**config.mk**
```make
export PLATFORM = sky130hd
export DESIGN_NAME = alu_iterativa_flat
export DESIGN_NICKNAME = d
export VERILOG_FILES = /design/src/rtl/alu_iterativa_pkg.sv /design/src/rtl/alu_iterativa_if.sv /design/src/rtl/alu_iterativa_sumador.sv /design/src/rtl/alu_iterativa.sv /design/src/flat_wrapper.sv
export SDC_FILE = /design/constraint.sdc
export NUM_CORES = 1
export LEC_CHECK = 0
export CAP_MARGIN = 20
export CORE_MARGIN = 2
export CORE_UTILIZATION = 59
export DETAILED_ROUTE_END_ITERATION = 6
export HOLD_SLACK_MARGIN = 0.02
export PLACE_DENSITY = 0.82
export SLEW_MARGIN = 10
export SYNTH_ARGS = -nofsm -noshare
export SYNTH_HDL_FRONTEND = slang
export SYNTH_SLANG_ARGS = --single-unit
```
**constraint.sdc**
```tcl
create_clock -name clk_i -period 8.09 [get_ports clk_i]
set_clock_uncertainty 0.15 [all_clocks]
set_input_delay 0.809 -clock clk_i [delete_from_list [all_inputs] [get_ports clk_i]]
set_output_delay 0.809 -clock clk_i [all_outputs]
set_load 0.005 [all_outputs]
```
**src/rtl/alu_iterativa_pkg.sv**
```systemverilog
// Shared op codes, FSM state encoding and op classification for the iterative ALU.
package alu_pkg;

  localparam logic [3:0] OP_ADD  = 4'b0000;
  localparam logic [3:0] OP_AND  = 4'b0001;
  localparam logic [3:0] OP_OR   = 4'b0010;
  localparam logic [3:0] OP_XOR  = 4'b0011;
  localparam logic [3:0] OP_SUB  = 4'b0100;
  localparam logic [3:0] OP_SLT  = 4'b0101;
  localparam logic [3:0] OP_SLTU = 4'b0110;
  localparam logic [3:0] OP_SLL  = 4'b1000;
  localparam logic [3:0] OP_SRL  = 4'b1001;
  localparam logic [3:0] OP_SRA  = 4'b1010;

  typedef enum logic [1:0] {
    ST_IDLE  = 2'b00,
    ST_SHIFT = 2'b01,
    ST_DONE  = 2'b10
  } state_t;

  function automatic logic is_shift(input logic [3:0] op);
    return (op == OP_SLL) || (op == OP_SRL) || (op == OP_SRA);
  endfunction

endpackage

```
**src/rtl/alu_iterativa_if.sv**
```systemverilog
// Control word, operands and start/busy/done handshake between the datapath and the ALU.
interface alu_iterativa_if #(
  parameter int WIDTH = 32
);
  logic             start_i;
  logic [3:0]       ALUoperation_i;
  logic             c_i;
  logic             invert_i;
  logic [WIDTH-1:0] a_i;
  logic [WIDTH-1:0] b_i;
  logic             busy_o;
  logic             done_o;
  logic [WIDTH-1:0] result_o;
  logic             zero_o;
  logic             lt_o;

  modport master (
    output start_i, ALUoperation_i, c_i, invert_i, a_i, b_i,
    input  busy_o, done_o, result_o, zero_o, lt_o
  );

  modport slave (
    input  start_i, ALUoperation_i, c_i, invert_i, a_i, b_i,
    output busy_o, done_o, result_o, zero_o, lt_o
  );
endinterface

```
**src/rtl/alu_iterativa_sumador.sv**
```systemverilog
// Combinational adder shared by add/sub/slt/sltu and the zero/less-than flags.
module alu_sumador #(
  parameter int WIDTH = 32
) (
  input  logic [WIDTH-1:0] a,
  input  logic [WIDTH-1:0] b,
  input  logic             invert,
  input  logic             c,
  output logic [WIDTH-1:0] sum,
  output logic             carry,
  output logic             overflow
);

  logic [WIDTH-1:0] b_eff;
  logic [WIDTH:0]   full;

  assign b_eff    = invert ? ~b : b;
  assign full     = {1'b0, a} + {1'b0, b_eff} + {{WIDTH{1'b0}}, c};
  assign sum      = full[WIDTH-1:0];
  assign carry    = full[WIDTH];
  // Signed overflow: like-signed operands producing a result of the other sign.
  assign overflow = (a[WIDTH-1] == b_eff[WIDTH-1]) && (sum[WIDTH-1] != a[WIDTH-1]);

endmodule

```
**src/rtl/alu_iterativa.sv**
```systemverilog
// Multicycle ALU: logic/arith ops finish in one cycle, shifts move one bit per cycle.
module alu_iterativa
  import alu_pkg::*;
#(
  parameter int WIDTH   = 32,
  parameter int SHAMT_W = 5
) (
  input logic            clk_i,
  input logic            rst_ni,
  alu_iterativa_if.slave bus
);

  state_t             state_q, state_d;
  logic [3:0]         op_q;
  logic               c_q, inv_q;
  logic [WIDTH-1:0]   a_q, b_q, shreg_q, result_q;
  logic [SHAMT_W-1:0] cnt_q;
  logic               zero_q, lt_q;

  logic [3:0]         op_sel;
  logic               c_sel, inv_sel;
  logic [WIDTH-1:0]   a_sel, b_sel;
  logic [WIDTH-1:0]   sum;
  logic               carry, ovf;
  logic               lt_signed, lt_val, zero_val;
  logic [WIDTH-1:0]   alu_val, shift_next;
  logic [SHAMT_W-1:0] shamt_in;
  logic               idle;

  assign idle     = (state_q == ST_IDLE);
  assign shamt_in = bus.b_i[SHAMT_W-1:0];

  // While idle the adder sees the live inputs so a one-cycle op can register at once;
  // afterwards it sees the latched operands so flags at the end of a shift stay consistent.
  always_comb begin
    op_sel  = idle ? bus.ALUoperation_i : op_q;
    c_sel   = idle ? bus.c_i            : c_q;
    inv_sel = idle ? bus.invert_i       : inv_q;
    a_sel   = idle ? bus.a_i            : a_q;
    b_sel   = idle ? bus.b_i            : b_q;
  end

  alu_sumador #(.WIDTH(WIDTH)) u_sumador (
    .a        (a_sel),
    .b        (b_sel),
    .invert   (inv_sel),
    .c        (c_sel),
    .sum      (sum),
    .carry    (carry),
    .overflow (ovf)
  );

  assign lt_signed = sum[WIDTH-1] ^ ovf;
  assign lt_val    = (op_sel == OP_SLTU) ? ~carry : lt_signed;
  assign zero_val  = (sum == '0);

  always_comb begin
    alu_val = '0;
    case (op_sel)
      OP_ADD, OP_SUB: alu_val = sum;
      OP_AND:         alu_val = a_sel & b_sel;
      OP_OR:          alu_val = a_sel | b_sel;
      OP_XOR:         alu_val = a_sel ^ b_sel;
      OP_SLT:         alu_val = {{(WIDTH-1){1'b0}}, lt_signed};
      OP_SLTU:        alu_val = {{(WIDTH-1){1'b0}}, ~carry};
      default:        alu_val = '0;
    endcase
  end

  always_comb begin
    shift_next = shreg_q;
    case (op_q)
      OP_SLL:  shift_next = {shreg_q[WIDTH-2:0], 1'b0};
      OP_SRL:  shift_next = {1'b0, shreg_q[WIDTH-1:1]};
      default: shift_next = {shreg_q[WIDTH-1], shreg_q[WIDTH-1:1]};
    endcase
  end

  always_ff @(posedge clk_i or negedge rst_ni) begin
    if (!rst_ni) state_q <= ST_IDLE;
    else         state_q <= state_d;
  end

  always_comb begin
    state_d     = state_q;
    bus.busy_o  = 1'b0;
    bus.done_o  = 1'b0;
    case (state_q)
      ST_IDLE: begin
        if (bus.start_i) begin
          if (is_shift(bus.ALUoperation_i) && (shamt_in != '0)) state_d = ST_SHIFT;
          else                                                  state_d = ST_DONE;
        end
      end
      ST_SHIFT: begin
        bus.busy_o = 1'b1;
        if (cnt_q == SHAMT_W'(1)) state_d = ST_DONE;
      end
      ST_DONE: begin
        bus.busy_o = 1'b1;
        bus.done_o = 1'b1;
        state_d    = ST_IDLE;
      end
      default: state_d = ST_IDLE;
    endcase
  end

  always_ff @(posedge clk_i or negedge rst_ni) begin
    if (!rst_ni) begin
      op_q     <= '0;
      c_q      <= 1'b0;
      inv_q    <= 1'b0;
      a_q      <= '0;
      b_q      <= '0;
      shreg_q  <= '0;
      cnt_q    <= '0;
      result_q <= '0;
      zero_q   <= 1'b0;
      lt_q     <= 1'b0;
    end else begin
      case (state_q)
        ST_IDLE: begin
          if (bus.start_i) begin
            op_q  <= bus.ALUoperation_i;
            c_q   <= bus.c_i;
            inv_q <= bus.invert_i;
            a_q   <= bus.a_i;
            b_q   <= bus.b_i;
            if (is_shift(bus.ALUoperation_i)) begin
              shreg_q <= bus.a_i;
              cnt_q   <= shamt_in;
              if (shamt_in == '0) begin
                result_q <= bus.a_i;
                zero_q   <= zero_val;
                lt_q     <= lt_val;
              end
            end else begin
              result_q <= alu_val;
              zero_q   <= zero_val;
              lt_q     <= lt_val;
            end
          end
        end
        ST_SHIFT: begin
          shreg_q <= shift_next;
          cnt_q   <= cnt_q - SHAMT_W'(1);
          if (cnt_q == SHAMT_W'(1)) begin
            result_q <= shift_next;
            zero_q   <= zero_val;
            lt_q     <= lt_val;
          end
        end
        default: ;
      endcase
    end
  end

  assign bus.result_o = result_q;
  assign bus.zero_o   = zero_q;
  assign bus.lt_o     = lt_q;

endmodule

```
**src/flat_wrapper.sv**
```systemverilog
// flat-port wrapper written by rule: the top's interface ports become plain ports
module alu_iterativa_flat import alu_pkg::*;
#(
  parameter int WIDTH   = 32,
  parameter int SHAMT_W = 5
)
  (clk_i, rst_ni, bus_start_i, bus_ALUoperation_i, bus_c_i, bus_invert_i, bus_a_i, bus_b_i, bus_busy_o, bus_done_o, bus_result_o, bus_zero_o, bus_lt_o);
  alu_iterativa_if #(.WIDTH(WIDTH)) bus_i ();
  input logic clk_i;
  input logic rst_ni;
  input wire logic [$bits(bus_i.start_i)-1:0] bus_start_i;
  input wire logic [$bits(bus_i.ALUoperation_i)-1:0] bus_ALUoperation_i;
  input wire logic [$bits(bus_i.c_i)-1:0] bus_c_i;
  input wire logic [$bits(bus_i.invert_i)-1:0] bus_invert_i;
  input wire logic [$bits(bus_i.a_i)-1:0] bus_a_i;
  input wire logic [$bits(bus_i.b_i)-1:0] bus_b_i;
  output wire logic [$bits(bus_i.busy_o)-1:0] bus_busy_o;
  output wire logic [$bits(bus_i.done_o)-1:0] bus_done_o;
  output wire logic [$bits(bus_i.result_o)-1:0] bus_result_o;
  output wire logic [$bits(bus_i.zero_o)-1:0] bus_zero_o;
  output wire logic [$bits(bus_i.lt_o)-1:0] bus_lt_o;
  assign bus_i.start_i = bus_start_i;
  assign bus_i.ALUoperation_i = bus_ALUoperation_i;
  assign bus_i.c_i = bus_c_i;
  assign bus_i.invert_i = bus_invert_i;
  assign bus_i.a_i = bus_a_i;
  assign bus_i.b_i = bus_b_i;
  assign bus_busy_o = bus_i.busy_o;
  assign bus_done_o = bus_i.done_o;
  assign bus_result_o = bus_i.result_o;
  assign bus_zero_o = bus_i.zero_o;
  assign bus_lt_o = bus_i.lt_o;
  alu_iterativa #(.WIDTH(WIDTH), .SHAMT_W(SHAMT_W)) u_core (.clk_i(clk_i), .rst_ni(rst_ni), .bus(bus_i));
endmodule
```
==> flow_metrics.env <==
export IMPL_worstSkewPairLatency_ns=0.42
export IMPL_grt_ovfl_total=0
export IMPL_synth_top_area_frac=0.306
export IMPL_synth_edf_count=0
export IMPL_critPathMaxStageDelay_ns=0.52
export IMPL_start_kind="flop"
export IMPL_maxSlewHeadroom=0.278
export IMPL_rsz0062_at_grt="no"
export IMPL_wl_um=33400
export IMPL_violations="design-rule violations"
export IMPL_pre_cts_ws_ns=1.89
export IMPL_cp_cell_sequence="inv_1 > ha_4 > buf_12 > mux2i_1 > xor2_1 > ha_1 > o21ai_0 > or2b_2 > a41o_1 > a2111oi_4 > a21oi_1 > o21a_1 > o21ai_0 > nand2b_1 > a21oi_1 > fa_1 > nand2_1 > nor3_1 > o211ai_1 > nor4b_1 > nand4b_1 > nor4_1 > nand4_1 > nand2_1"
export IMPL_critical_path_buf_inv_count=2
export IMPL_ys_ff_latch=143
export IMPL_final_hold_violation_count=0
export IMPL_rr_endpoint="u_core.bus.zero_o"
export IMPL_cts_root_buf="clkbuf_16"
export IMPL_cts_max_level=4
export IMPL_cp_max_fo=47
export IMPL_cts_buffers=17
export IMPL_areaGrowthSynthToFinish_pct=16.6
export IMPL_synth_cells=1306
export IMPL_die_width_um=145
export IMPL_fin_crit_sh=0.778
export IMPL_slew_violations=0
export IMPL_firstDrtPassIters=7
export IMPL_reg2reg_from="u_core.state_q[0]"
export IMPL_grt_pass1_vias=9929
export IMPL_hold_class="in -> async"
export IMPL_synthTopCellsByArea="dfrtp_1 (31%), ha_1 (11%), mux2_2 (10%)"
export IMPL_outcome="finished with violations"
export IMPL_place_congestion=0.957
export IMPL_routed_via_count=10327
export IMPL_cp_slowest_cell="ha_4"
export IMPL_row_count=51
export IMPL_tns_ns=0
export IMPL_synth_common_cells="dfrtp_1 (143), nand2_1 (139), o21ai_0 (119)"
export IMPL_period_needed_ns=6.29
export IMPL_syn_area_per_cell_um2=8.96
export IMPL_drive_gt1_frac=0.130
export IMPL_post_drt_wl_per_cell_um=20.3
export IMPL_postSynth_asyncResetShare=1.00
export IMPL_cts_tree="built"
export IMPL_r2r_slack_ns=1.80
export IMPL_diodes=0
export IMPL_holdWs_ns=0.220
export IMPL_antenna_found_initial=1
export IMPL_arrival_ns=6.50
export IMPL_viasPerCell=6.26
export IMPL_crit_family="simple AND/OR/NAND/NOR gates"
export IMPL_cp_required_ns=8.30
export IMPL_ant_nets=0
export IMPL_synth_top_area_cell="dfrtp_1"
export IMPL_final_nets=1548
export IMPL_ys_seq_area_frac=0.306
export IMPL_first_iter_violations=839
export IMPL_clkSinkCount=143
export IMPL_yosysWarnings=0
export IMPL_hold_buffers=0
export IMPL_fp_dieH_um=145
export IMPL_finalWorstSetupSlack_ns=1.80
export IMPL_syn_nets=1482
export IMPL_grt_first_pass_wirelength_um=52100
export IMPL_cts_resized=0
export IMPL_grt_usage=0.321
export IMPL_synthFlopType="dfrtp_1"
export IMPL_port_buffers=108
export IMPL_synth_cell_type_count=76
export IMPL_path_class="reg -> reg"
export IMPL_synth_area_mm2=0.0117
export IMPL_tightest_slew_ns=1.07
export IMPL_dp_hpwl_um=23900
export IMPL_ioPinCount=109
export IMPL_drc_errors=2
export IMPL_crit_path_end_kind="flop"
export IMPL_fmax_mhz=159
export IMPL_cts_setup_buffers=0
export IMPL_coreArea_mm2=0.0195
export IMPL_fin_area_mm2=0.0136
export IMPL_grt_max_degree=78
export IMPL_synthMostInstantiatedCell="dfrtp_1"
export IMPL_setup_viol=0
export IMPL_maxCapViolations=0
export IMPL_clk_pin_slew_ns=0.06
export IMPL_clock_path_buffers=2
export IMPL_dieArea_mm2=0.0210
export IMPL_floorplan_initialDensity=0.601
export IMPL_worst_r2r_path_depth=24
export IMPL_detailed_place_area_mm2=0.0130
state kept, by name (all words and copies together), names as in the netlist:
signal               count
u_core.c_q               1
u_core.a_q              32
u_core.cnt_q             5
u_core.op_q              4
u_core.shreg_q          32
u_core.bus.lt_o          1
u_core.bus.zero_o        1
u_core.b_q              32
u_core.bus.result_o     32
u_core.state_q           2
u_core.inv_q             1
through the flow:
stage	instances	util
finish	1650	0.701
global route	1650	0.701
CTS	1649	0.700
detailed placement	1617	0.670
global placement	1617	0.670
floorplan	1306	-
kinds of logic (layout without fill, tap and decap cells):
family | Yosys count | in the layout | share of synthesized area
buffers and inverters | 166 | 245 | 0.0545
DFF | 143 | 143 | 0.306
muxes | 205 | 205 | 0.187
and+or+nand+nor | 260 | 260 | 0.103
AOI/OAI and AO/OA | 376 | 376 | 0.199
xor gates and xnor gates | 53 | 53 | 0.0397
adders and majority gates | 103 | 103 | 0.112
worst max-delay path by stage:
stage	start	end	slack (ns)	cells after the start
6_report	u_core.state_q[0]	u_core.bus.zero_o	1.80	24
5_1_grt	u_core.state_q[0]	u_core.bus.zero_o	1.40	24
4_1_cts	u_core.state_q[0]	u_core.bus.zero_o	1.92	24
3_5_place_dp	bus_invert_i	u_core.bus.zero_o	1.89	23
3_3_place_gp	bus_invert_i	u_core.bus.zero_o	2.02	23
2_1_floorplan	u_core.state_q[0]	u_core.bus.zero_o	2.20	26
area by class of cell:
cell class                 count  area (µm²)
inverter                      86         323
multi-input combinational    997        7580
clock inverter                13         136
tap                          265         332
clock buffer                  19         443
fill                        1496        5820
sequential                   143        3580
timing repair buffer         127        1240
metal layers:
layer	global-route usage	share of wire	vias up
met2	0.517	0.46	438
met1	0.431	0.45	4985
li1	-	-	4830
met3	0.0645	0.074	72
met4	0.112	0.024	2
met5	0	0.00039	-
cells in the final DEF (no fill, tap or decap), types with 6 or more instances in the layout:
master | netlist | layout
a211oi_1 | 12 | 12
a21o_1 | 13 | 13
a21oi_1 | 111 | 111
a22o_1 | 21 | 21
buf_4 | 1 | 17
clkbuf_16 | 0 | 17
clkdlybuf4s50_1 | 0 | 107
dfrtp_1 | 143 | 143
ha_1 | 100 | 98
inv_1 | 85 | 85
mux2_2 | 104 | 104
mux2i_1 | 101 | 98
nand2_1 | 139 | 138
nand3_1 | 15 | 15
nand4_1 | 7 | 7
nor2_1 | 40 | 38
nor3_1 | 11 | 11
o211ai_1 | 6 | 6
o21ai_0 | 119 | 119
o22ai_1 | 34 | 34
xnor2_1 | 13 | 13
xor2_1 | 40 | 40
Power is not shown: default switching activity piles up to over one toggle a cycle in this logic, so the estimate is an artifact.
